**src/rtl/rbcp_iic_pkg.sv**
```systemverilog
// Shared types and constants for the RBCP-to-IIC bridge.
package rbcp_iic_pkg;

  typedef enum logic [2:0] {
    IDLE,
    WAIT_INIT,
    REQ,
    XFER,
    ACK
  } state_t;

  // Read data returned to RBCP when an access fails
  localparam logic [7:0] RD_FAIL = 8'hFF;

  // Field positions inside RBCP_ADDR
  localparam int DAD_MSB = 14;
  localparam int DAD_LSB = 8;
  localparam int ADR_MSB = 7;
  localparam int ADR_LSB = 0;

endpackage

```
**src/rtl/rbcp_iic_timeout.sv**
```systemverilog
// Per-access watchdog: clearable up-counter with a single-cycle expire flag.
module rbcp_iic_timeout #(
  parameter logic [23:0] TIMEOUT = 24'd2_000_000
) (
  input  logic i_clk,
  input  logic i_rst_n,
  input  logic i_clr,
  input  logic i_en,
  output logic o_expire
);

  logic [23:0] r_cnt;

  // Expire on the cycle the count would reach TIMEOUT, so the caller's
  // next-state decision lands exactly TIMEOUT cycles after the count started.
  assign o_expire = i_en && (r_cnt == TIMEOUT - 24'd1);

  // Count while enabled; hold at the limit instead of wrapping
  always_ff @(posedge i_clk or negedge i_rst_n) begin
    if (!i_rst_n)                r_cnt <= '0;
    else if (i_clr)              r_cnt <= '0;
    else if (i_en && !o_expire)  r_cnt <= r_cnt + 24'd1;
  end

endmodule

```
**src/rtl/rbcp_iic_bridge.sv**
```systemverilog
// Maps one RBCP address window onto a single-byte IIC ch0 request; every
// access is serialised, held off during IIC init, and bounded by a timeout.
module rbcp_iic_bridge
  import rbcp_iic_pkg::*;
#(
  parameter logic [15:0] WIN_BASE = 16'h1000,
  parameter logic [23:0] TIMEOUT  = 24'd2_000_000
) (
  input  logic        CLK,
  input  logic        SYS_RSTn,
  input  logic [31:0] RBCP_ADDR,
  input  logic [7:0]  RBCP_WD,
  input  logic        RBCP_WE,
  input  logic        RBCP_RE,
  output logic        RBCP_ACK,
  output logic [7:0]  RBCP_RD,
  input  logic        IIC_INIT_IN,
  output logic        IIC_REQ_OUT,
  output logic [7:0]  IIC_NUM_OUT,
  output logic [6:0]  IIC_DAD_OUT,
  output logic [7:0]  IIC_ADR_OUT,
  output logic        IIC_RNW_OUT,
  output logic [7:0]  IIC_WDT_OUT,
  input  logic        IIC_RAK_IN,
  input  logic        IIC_WAE_IN,
  input  logic        IIC_BSY_IN,
  input  logic [7:0]  IIC_RDT_IN,
  input  logic        IIC_RVL_IN,
  input  logic        IIC_ERR_IN,
  output logic        BUSY_OUT,
  output logic [7:0]  ERR_CNT_OUT
);

  state_t      r_state, w_next;
  logic        w_hit, w_fail, w_exp, w_tmr_clr, w_tmr_en;
  logic        r_done;
  logic [7:0]  r_rd;
  logic        r_req, r_ack, r_busy, r_rnw;
  logic [7:0]  r_rd_out, r_err_cnt, r_adr, r_wdt;
  logic [6:0]  r_dad;

  assign w_hit     = (RBCP_WE | RBCP_RE) && (RBCP_ADDR[31:16] == WIN_BASE) && !RBCP_ADDR[15];
  assign w_tmr_clr = (r_state == IDLE);
  assign w_tmr_en  = (r_state == WAIT_INIT) || (r_state == REQ) || (r_state == XFER);

  rbcp_iic_timeout #(.TIMEOUT(TIMEOUT)) u_tmo (
    .i_clk    (CLK),
    .i_rst_n  (SYS_RSTn),
    .i_clr    (w_tmr_clr),
    .i_en     (w_tmr_en),
    .o_expire (w_exp)
  );

  // State register
  always_ff @(posedge CLK or negedge SYS_RSTn) begin
    if (!SYS_RSTn) r_state <= IDLE;
    else           r_state <= w_next;
  end

  // Next state; any error or timeout short-circuits to ACK with FAIL status
  always_comb begin
    w_next = r_state;
    w_fail = 1'b0;
    case (r_state)
      IDLE:      if (w_hit) w_next = IIC_INIT_IN ? WAIT_INIT : REQ;
      WAIT_INIT: if (w_exp) w_fail = 1'b1;
                 else if (!IIC_INIT_IN) w_next = REQ;
      REQ:       if (IIC_ERR_IN || w_exp) w_fail = 1'b1;
                 else if (IIC_RAK_IN) w_next = XFER;
      XFER:      if (IIC_ERR_IN || w_exp) w_fail = 1'b1;
                 else if (r_done && !IIC_BSY_IN) w_next = ACK;
      ACK:       w_next = IDLE;
      default:   w_next = IDLE;
    endcase
    if (w_fail) w_next = ACK;
  end

  // Latch the request fields on a hit; they stay stable for the whole access
  always_ff @(posedge CLK or negedge SYS_RSTn) begin
    if (!SYS_RSTn) begin
      r_dad <= '0;
      r_adr <= '0;
      r_wdt <= '0;
      r_rnw <= 1'b0;
    end else if (r_state == IDLE && w_hit) begin
      r_dad <= RBCP_ADDR[DAD_MSB:DAD_LSB];
      r_adr <= RBCP_ADDR[ADR_MSB:ADR_LSB];
      r_wdt <= RBCP_WD;
      r_rnw <= ~RBCP_WE;
    end
  end

  // Transfer completion flag and read data capture
  always_ff @(posedge CLK or negedge SYS_RSTn) begin
    if (!SYS_RSTn) begin
      r_done <= 1'b0;
      r_rd   <= '0;
    end else if (w_fail) begin
      r_rd   <= RD_FAIL;
    end else if (r_state == IDLE && w_hit) begin
      r_done <= 1'b0;
      r_rd   <= '0;
    end else if (r_state == XFER) begin
      if (!r_rnw && IIC_WAE_IN) r_done <= 1'b1;
      if (r_rnw && IIC_RVL_IN) begin
        r_rd   <= IIC_RDT_IN;
        r_done <= 1'b1;
      end
    end
  end

  // Registered outputs decoded from the next state
  always_ff @(posedge CLK or negedge SYS_RSTn) begin
    if (!SYS_RSTn) begin
      r_req    <= 1'b0;
      r_ack    <= 1'b0;
      r_busy   <= 1'b0;
      r_rd_out <= '0;
    end else begin
      r_req    <= (w_next == REQ);
      r_ack    <= (w_next == ACK);
      r_busy   <= (w_next != IDLE);
      r_rd_out <= (w_next != ACK) ? 8'h00 :
                  w_fail          ? RD_FAIL :
                  r_rnw           ? r_rd : 8'h00;
    end
  end

  // Saturating failed-access counter
  always_ff @(posedge CLK or negedge SYS_RSTn) begin
    if (!SYS_RSTn)                          r_err_cnt <= '0;
    else if (w_fail && r_err_cnt != 8'hFF)  r_err_cnt <= r_err_cnt + 8'd1;
  end

  assign RBCP_ACK    = r_ack;
  assign RBCP_RD     = r_rd_out;
  assign IIC_REQ_OUT = r_req;
  assign IIC_NUM_OUT = 8'h00;
  assign IIC_DAD_OUT = r_dad;
  assign IIC_ADR_OUT = r_adr;
  assign IIC_RNW_OUT = r_rnw;
  assign IIC_WDT_OUT = r_wdt;
  assign BUSY_OUT    = r_busy;
  assign ERR_CNT_OUT = r_err_cnt;

endmodule
```
**config.mk**
```make
export PLATFORM = sky130hd
export DESIGN_NAME = rbcp_iic_bridge
export DESIGN_NICKNAME = d
export VERILOG_FILES = /design/src/rtl/rbcp_iic_pkg.sv /design/src/rtl/rbcp_iic_timeout.sv /design/src/rtl/rbcp_iic_bridge.sv
export SDC_FILE = /design/constraint.sdc
export NUM_CORES = 1
export LEC_CHECK = 0
export ABC_AREA = 1
export BUFFER_PORTS_ARGS = -buffer_cell sky130_fd_sc_hd__buf_4
export CAP_MARGIN = 10
export CELL_PAD_IN_SITES_DETAIL_PLACEMENT = 0
export CELL_PAD_IN_SITES_GLOBAL_PLACEMENT = 1
export CORE_ASPECT_RATIO = 0.7
export CORE_MARGIN = 1.5
export CORE_UTILIZATION = 38
export CTS_BUF_LIST = sky130_fd_sc_hd__clkbuf_8 sky130_fd_sc_hd__clkbuf_16
export DETAILED_ROUTE_END_ITERATION = 10
export PLACE_DENSITY_LB_ADDON = 0.1
export SLEW_MARGIN = 40
export SYNTH_ARGS = -nofsm -noshare
export SYNTH_HDL_FRONTEND = slang
export SYNTH_SLANG_ARGS = --single-unit
```
**constraint.sdc**
```tcl
create_clock -name CLK -period 2.3 [get_ports CLK]
set_clock_uncertainty 0.1 [all_clocks]
set_input_delay 0.23 -clock CLK [delete_from_list [all_inputs] [get_ports CLK]]
set_output_delay 0.23 -clock CLK [all_outputs]
set_load 0.01 [all_outputs]
```
==> summary.md, run 1 <==
## Cells and area
• **Area growth, synth to finish** 35.8%
• **final layout net count** 723
• **final cell count without fillers** 797
• **fill cell count** 995
• **finished layout cell area** 5630 µm²
• **post-route core utilization** 0.538
• **share of layout cells above drive strength 1** 0.244
• **Ant. Diodes** 0

## Clock network
• **worst skew pair latency** 0.34 ns
• **clock slew at reported path FFs** 0.06 ns
• **Clk Tree Root Cell** sky130_fd_sc_hd__clkbuf_16
• **number of sinks on the clock net** 79
• **Max Root-Sink Buffers** 2
• **number of levels the H-tree was split into** 3
• **clock tree from TritonCTS** yes
• **TritonCTS Buffers** 9

## Synth
• **Main synth FF type** sky130_fd_sc_hd__dfrtp_1
• **average instance area after synthesis** 7.95 µm²
• **flops & latches, synth** 79
• **number of synthesized flops with an enable pin** 0
• **count leader, synth** sky130_fd_sc_hd__nand2_1
• **total of warnings raised by yosys** 0
• **top area cells in the synthesized netlist** sky130_fd_sc_hd__dfrtp_1, sky130_fd_sc_hd__nand2_1, sky130_fd_sc_hd__inv_1
• **Post-Syn Instances** 522
• **async set-reset flop share out of synthesis** 1.00
• **sequential share of the synthesized area** 0.476
• **summed instance area of the synthesized netlist** 4150 µm²
• **Commonest cells post-synth** sky130_fd_sc_hd__nand2_1, sky130_fd_sc_hd__dfrtp_1, sky130_fd_sc_hd__inv_1
• **count of different cell masters after synthesis** 36
• **Yosys top cell by area** sky130_fd_sc_hd__dfrtp_1
• **Synth top area share** 0.476

## Placed design
• **Port-buffer cells** 100
• **worst setup slack after placement** 0.0810 ns
• **total cell area at the placement stage** 5070 µm²
• **number of cells in the design after placement** 753
• **gpl congestion** 0.882
• **Final HPWL DP** 8330 µm

## STA
• **final critical-path required period** 2.11 ns
• **max-slew violations** 0
• **setup ws final** 0.191 ns
• **achievable clock frequency** 474 MHz
• **unrepaired setup endpoints after global routing** no
• **final setup violating endpoints** 0
• **Final Cycle Share** 0.917
• **setup_tns** 0 ns
• **Final Hold Vio Count** 0

## Global route
• **Total Routing Usage GR** 0.210
• **global-route wire length before repair** 19,000 µm
• **vias in the first global route** 3,856
• **number of antenna violations at the first check in global routing** 0
• **leftover overflow at the end of global routing** 0
• **largest net degree at the start of global routing** 48

## Route
• **average wire length per cell after detail routing** 14.2 µm
• **remaining number of nets flagged by the antenna check after routing** 0
• **vias per cell** 4.88
• **routed wire length** 11,300 µm
• **# DRC** 0
• **DRT Pass-1 Iters** 4
• **total via count after detailed routing** 3,888
• **drt initial violations** 204

## Power and ir drop
• **power density over cell area** 717 nW/µm²
• **leakage component of the power** 2.82 nW
• **highest ir drop seen on vdd** 0.000459 V

## Hold path
• **worst hold path class** input pin to flip-flop

## Floorplanning
• **standard-cell row count** 31
• **overall die area** 11,600 µm²
• **core box area** 10,500 µm²
• **horizontal die dimension** 128 µm
• **initial core utilization** 0.396
• **top-level I/O count** 109
• **die outline height** 90.4 µm

## Critical path
• **critical path launch point type** flip-flop
• **data required time of the worst path** 2.40 ns
• **kind of critical path** flip-flop to flip-flop
• **crit path max fanout** 13
• **Crit path arrival time** 2.21 ns
• **nature of the critical path endpoint** flip-flop

## Flow run
• **reported max-cap violation count** 0

## Status
• **result of the run** finished clean

worst max-delay path: stages (launching register included):
cell	delay, ns
sky130_fd_sc_hd__dfrtp_1	0.40
sky130_fd_sc_hd__ha_2	0.24
sky130_fd_sc_hd__nand3_2	0.09
sky130_fd_sc_hd__clkinv_2	0.11
sky130_fd_sc_hd__nand2_1	0.08
sky130_fd_sc_hd__nor2_2	0.14
sky130_fd_sc_hd__nand2_2	0.11
sky130_fd_sc_hd__o22ai_2	0.15
sky130_fd_sc_hd__nand2_4	0.14
sky130_fd_sc_hd__buf_4	0.20
sky130_fd_sc_hd__o21ai_0	0.11
sky130_fd_sc_hd__a21oi_1	0.10
area by class of cell:
class / count / area (µm²) / area share
timing repair buffer: 144 / 1170 / 0.207
sequential: 79 / 1980 / 0.351
clock inverter: 3 / 15.0 / 0.00266
inverter: 52 / 200 / 0.0355
multi-input combinational: 377 / 1870 / 0.332
tap: 132 / 165 / 0.0293
clock buffer: 10 / 239 / 0.0424
cell families (layout without fill, tap and decap cells):
kind of cell / count (synthesis) / in the layout / synth area share
AO/OA/AOI/OAI: 57 / 57 / 0.0880
buffers and inverters: 73 / 209 / 0.0835
other: 1 / 8 / 0.000904
XOR/XNOR: 17 / 17 / 0.0359
flip-flops: 79 / 79 / 0.476
adder cells (fa/ha/maj): 2 / 2 / 0.00603
AND/OR/NAND/NOR: 293 / 293 / 0.309
stage by stage:
stage	hold slack, ns	power, mW
2_1_floorplan	-0.166	2.29
3_3_place_gp	0.116	2.62
3_5_place_dp	0.123	2.62
4_1_cts	0.0274	3.97
5_1_grt	0.0447	4.29
6_report	0.0391	4.04
state kept, by name (all words and copies together), names as in the netlist:
register	cells
u_tmo.r_cnt	24
ERR_CNT_OUT	8
IIC_ADR_OUT	8
IIC_WDT_OUT	8
RBCP_RD	8
r_rd	8
IIC_DAD_OUT	7
r_state	3
BUSY_OUT	1
IIC_REQ_OUT	1
IIC_RNW_OUT	1
RBCP_ACK	1
r_done	1
power by group:
part | switching (mW) | internal [mW] | total (mW)
logic | 0.667 | 0.469 | 1.14
clock network | 0.542 | 0.734 | 1.28
registers | 0.103 | 1.52 | 1.63
metal layers:
| layer | part of all wire | up-vias | wire [µm] | GRT usage |
|---|---|---|---|---|
| met5 | 0 | - | 0 | 0 |
| met4 | 0.012 | 0 | 136 | 0.0637 |
| met3 | 0.074 | 12 | 839 | 0.0705 |
| met2 | 0.41 | 138 | 4690 | 0.303 |
| met1 | 0.50 | 1809 | 5660 | 0.297 |
| li1 | - | 1929 | - | - |
final timing paths:
check	from	to	slack, ns	cells after the start
min in group asynchronous	SYS_RSTn	u_tmo.r_cnt[19]$_DFFE_PN0P_	0.29	2
worst max register to register	u_tmo.r_cnt[0]$_DFFE_PN0P_	r_done$_DFFE_PN0P_	0.19	11
worst max-delay path	u_tmo.r_cnt[0]$_DFFE_PN0P_	r_done$_DFFE_PN0P_	0.19	11
max in group asynchronous	SYS_RSTn	r_rd[2]$_DFFE_PN0P_	1.20	3
worst min register to register	IIC_WDT_OUT[7]$_DFFE_PN0P_	IIC_WDT_OUT[7]$_DFFE_PN0P_	0.39	2
worst min-delay path	IIC_RDT_IN[1]	r_rd[1]$_DFFE_PN0P_	0.04	3
placed cells by master, fill, tap and decap left out, types with 6 or more instances in the layout:
master                          count
sky130_fd_sc_hd__nand3_1           27
sky130_fd_sc_hd__o21ai_0           22
sky130_fd_sc_hd__nor3_1            18
sky130_fd_sc_hd__inv_1             51
sky130_fd_sc_hd__dfrtp_1           79
sky130_fd_sc_hd__o21ai_2            7
sky130_fd_sc_hd__nand2_1          171
sky130_fd_sc_hd__conb_1             8
sky130_fd_sc_hd__nor2_1            43
sky130_fd_sc_hd__a21oi_1            6
sky130_fd_sc_hd__buf_4            117
sky130_fd_sc_hd__nand4_1           12
sky130_fd_sc_hd__xor2_1            13
sky130_fd_sc_hd__clkbuf_16          9
sky130_fd_sc_hd__dlygate4sd3_1     25
sky130_fd_sc_hd__o31ai_1           10
timing repair:
| item | in CTS | in global routing |
|---|---|---|
| hold buffers | 25 | 0 |
| setup buffers | 0 | 6 |
| gates resized for setup | 0 | 4 |
| endpoints found under the setup margin | 0 | 20 |
| endpoints found under the hold margin | 56 | 0 |
(Power assumes the default switching activity.)
==> run 2, diff against run 1 <==
--- a/config.mk
+++ b/config.mk
@@ -16,6 +16,7 @@
 export CTS_BUF_LIST = sky130_fd_sc_hd__clkbuf_8 sky130_fd_sc_hd__clkbuf_16
 export DETAILED_ROUTE_END_ITERATION = 10
 export PLACE_DENSITY_LB_ADDON = 0.1
+export REMOVE_ABC_BUFFERS = 1
 export SLEW_MARGIN = 40
 export SYNTH_ARGS = -nofsm -noshare
 export SYNTH_HDL_FRONTEND = slang
==> run 2 against run 1 <==
Against the previous run:
- non-clock buffer count down 5
- core utilization down 0.38 points
- global-route usage down 1.1 points
- cell count down 0.25%
- critical path depth unchanged
- clock power about the same
- sequential power about the same
- die area unchanged
- via count down 1.4%
- critical endpoint is now u_tmo.r_cnt[13]$_DFFE_PN0P_
- largest cell class unchanged
- highest routed layer unchanged
==> summary.md, run 2 (synthesis gave the netlist of run 1 again) <==
## Status
• **result of the run** finished clean

## Cells and area
• **post-route core utilization** 0.534, -0.00382
• **register with the highest flop count** u_tmo.r_cnt
• **final layout net count** 718, -0.69%
• **Ant. Diodes** 0, unchanged
• **most frequent cells in the layout** sky130_fd_sc_hd__nand2_1, sky130_fd_sc_hd__buf_4, sky130_fd_sc_hd__dfrtp_1
• **share of layout cells above drive strength 1** 0.240, -0.00379
• **fill cell count** 1,018, +2.3%
• **number of flip-flops under the largest register name** 24, unchanged
• **most common cell after layout, fill and taps aside** sky130_fd_sc_hd__nand2_1
• **Area growth, synth to finish** 34.8%

## Floorplanning
• **initial core utilization** 0.396, unchanged
• **die outline height** 90.4 µm, unchanged
• **top-level I/O count** 109, unchanged
• **overall die area** 11,600 µm², unchanged
• **horizontal die dimension** 128 µm, unchanged
• **core box area** 10,500 µm², unchanged
• **standard-cell row count** 31, unchanged

## Critical path
• **nature of the critical path endpoint** flip-flop
• **Slowest cell on crit path** sky130_fd_sc_hd__dfrtp_1
• **critical path cell sequence** ha_1 > nand3_2 > clkinv_2 > nand2_1 > nor2_2 > nand2_2 > nand2_4 > nand2_8 > inv_4 > o21ai_0 > nor3b_1
• **crit path max fanout** 21, +8
• **kind of critical path** flip-flop to flip-flop
• **biggest cell delay along the critical path** 0.39 ns, about the same
• **critical path launch point type** flip-flop
• **Crit path arrival time** 2.18 ns, -0.03 ns
• **data required time of the worst path** 2.40 ns, about the same

## Route
• **# DRC** 0, unchanged
• **average wire length per cell after detail routing** 13.6 µm, -4.6%
• **vias per cell** 4.82, -1.2%
• **drt initial violations** 215, +5.4%
• **DRT Pass-1 Iters** 4, unchanged
• **total via count after detailed routing** 3,832, -1.4%
• **routed wire length** 10,800 µm, -4.9%
• **remaining number of nets flagged by the antenna check after routing** 0, unchanged

## Power and ir drop
• **leakage component of the power** 2.80 nW, -0.53%
• **Gate power share** 0.258, -0.023
• **sequential cell fraction of total power** 0.412, +0.009
• **cell internal pwr** 2.63 mW, -3.7%
• **switching share of power** 0.331, +0.00639
• **highest ir drop seen on vdd** 0.000361 V, -21%
• **power density over cell area** 702 nW/µm², -2.0%
• **net switching power figure** 1.30 mW, -0.82%
• **fraction of power consumed by the clock network** 0.330, +0.014

## STA
• **max-slew violations** 0, unchanged
• **Least-Margin Pin Slew** 0.513 ns
• **unrepaired setup endpoints after global routing** no
• **Final Cycle Share** 0.902, -0.0154
• **achievable clock frequency** 482 MHz, +1.7%
• **setup ws final** 0.226 ns, +0.0353 ns
• **final setup violating endpoints** 0, unchanged
• **Slew HR** 0.658
• **Final Hold Vio Count** 0, unchanged
• **final critical-path required period** 2.07 ns, -0.0353 ns

## Global route
• **vias in the first global route** 3,644, -5.5%
• **largest net degree at the start of global routing** 39, -19%
• **leftover overflow at the end of global routing** 0, unchanged
• **Total Routing Usage GR** 0.199, -0.0113
• **number of antenna violations at the first check in global routing** 0, unchanged
• **global-route wire length before repair** 18,200 µm, -4.4%

## Clock network
• **clock slew at reported path FFs** 0.06 ns, about the same
• **Max Root-Sink Buffers** 2, unchanged
• **number of levels the H-tree was split into** 3, unchanged
• **Clk Tree Root Cell** sky130_fd_sc_hd__clkbuf_16
• **TritonCTS Buffers** 9, unchanged
• **clock tree from TritonCTS** yes
• **worst skew pair latency** 0.34 ns, about the same
• **number of sinks on the clock net** 79, unchanged

## Hold path
• **worst hold path class** input pin to flip-flop

## Placed design
• **Port-buffer cells** 100, unchanged
• **worst setup slack after placement** 0.0968 ns, +0.0158 ns
• **Final HPWL DP** 8070 µm, -3.1%
• **gpl congestion** 0.889, +0.75%

## Flow run
• **reported max-cap violation count** 0, unchanged

run 2: cell types whose count changed in the layout (fill, tap and decap cells not counted), sizes merged:
cell / delta
buf: -5
inv: +1
clkbuf: -1
clkinvlp: +1
clkinv: +2
run 2: what timing repair did:
| action | in CTS | in global routing |
|---|---|---|
| gates resized for setup | 0 | 3 |
| setup buffers | 0 | 0 |
| setup endpoints to repair | 0 | 13 |
| hold endpoints to repair | 60 | 0 |
| hold buffers | 25 | 0 |
run 2: critical path: cells and delay by family, from the launching register on:
family | cells | cell delay [ns]
simple gates | 7 | 0.86
flops | 1 | 0.39
fa+ha+maj | 1 | 0.24
buf+inv | 2 | 0.26
compound gates | 1 | 0.08
run 2: final timing paths:
kind,startpoint,to,slack (ns),depth (start not counted)
max,u_tmo.r_cnt[0]$_DFFE_PN0P_,u_tmo.r_cnt[13]$_DFFE_PN0P_,0.23,11
min,IIC_RDT_IN[1],r_rd[1]$_DFFE_PN0P_,0.03,3
max reg2reg,u_tmo.r_cnt[0]$_DFFE_PN0P_,u_tmo.r_cnt[13]$_DFFE_PN0P_,0.23,11
min reg2reg,IIC_DAD_OUT[4]$_DFFE_PN0P_,IIC_DAD_OUT[4]$_DFFE_PN0P_,0.38,2
max in group asynchronous,SYS_RSTn,u_tmo.r_cnt[13]$_DFFE_PN0P_,1.22,3
min in group asynchronous,SYS_RSTn,u_tmo.r_cnt[9]$_DFFE_PN0P_,0.31,2
run 2: power by group through the flow:
stage	sequential [mW]	combinational (mW)	clock, mW
finish	1.62	1.01	1.30
global route	1.64	1.12	1.39
CTS	1.62	0.986	1.34
detailed placement	1.64	0.951	0
global placement	1.64	0.938	0
floorplan	1.67	0.501	0
run 2: metrics by stage:
step / TNS, ns / instance area, µm² / std cells / hold WS (ns) / power, mW
6_report: 0 / 5590 / 795 / 0.0251 / 3.93
5_1_grt: 0 / 5590 / 795 / 0.0391 / 4.14
4_1_cts: 0 / 5580 / 795 / 0.0247 / 3.94
3_5_place_dp: 0 / 5060 / 754 / 0.148 / 2.59
3_3_place_gp: 0 / 5060 / 754 / 0.145 / 2.58
2_1_floorplan: -2.96 / 4030 / 508 / -0.166 / 2.17
run 2: area by class of cell:
type	instances	area, µm²	area share
clock inverter	7	41.3	0.00738
clock buffer	9	225	0.0403
inverter	52	200	0.0358
sequential	79	1980	0.353
timing repair buffer	139	1120	0.200
tap	132	165	0.0295
multi-input combinational	377	1870	0.334
run 2: routing by layer:
metal | up-vias | share of wire | global-route usage
met5 | - | 0 | 0
met4 | 0 | 0.0089 | 0.0449
met3 | 11 | 0.075 | 0.0586
met2 | 122 | 0.42 | 0.283
met1 | 1775 | 0.50 | 0.296
li1 | 1924 | - | -
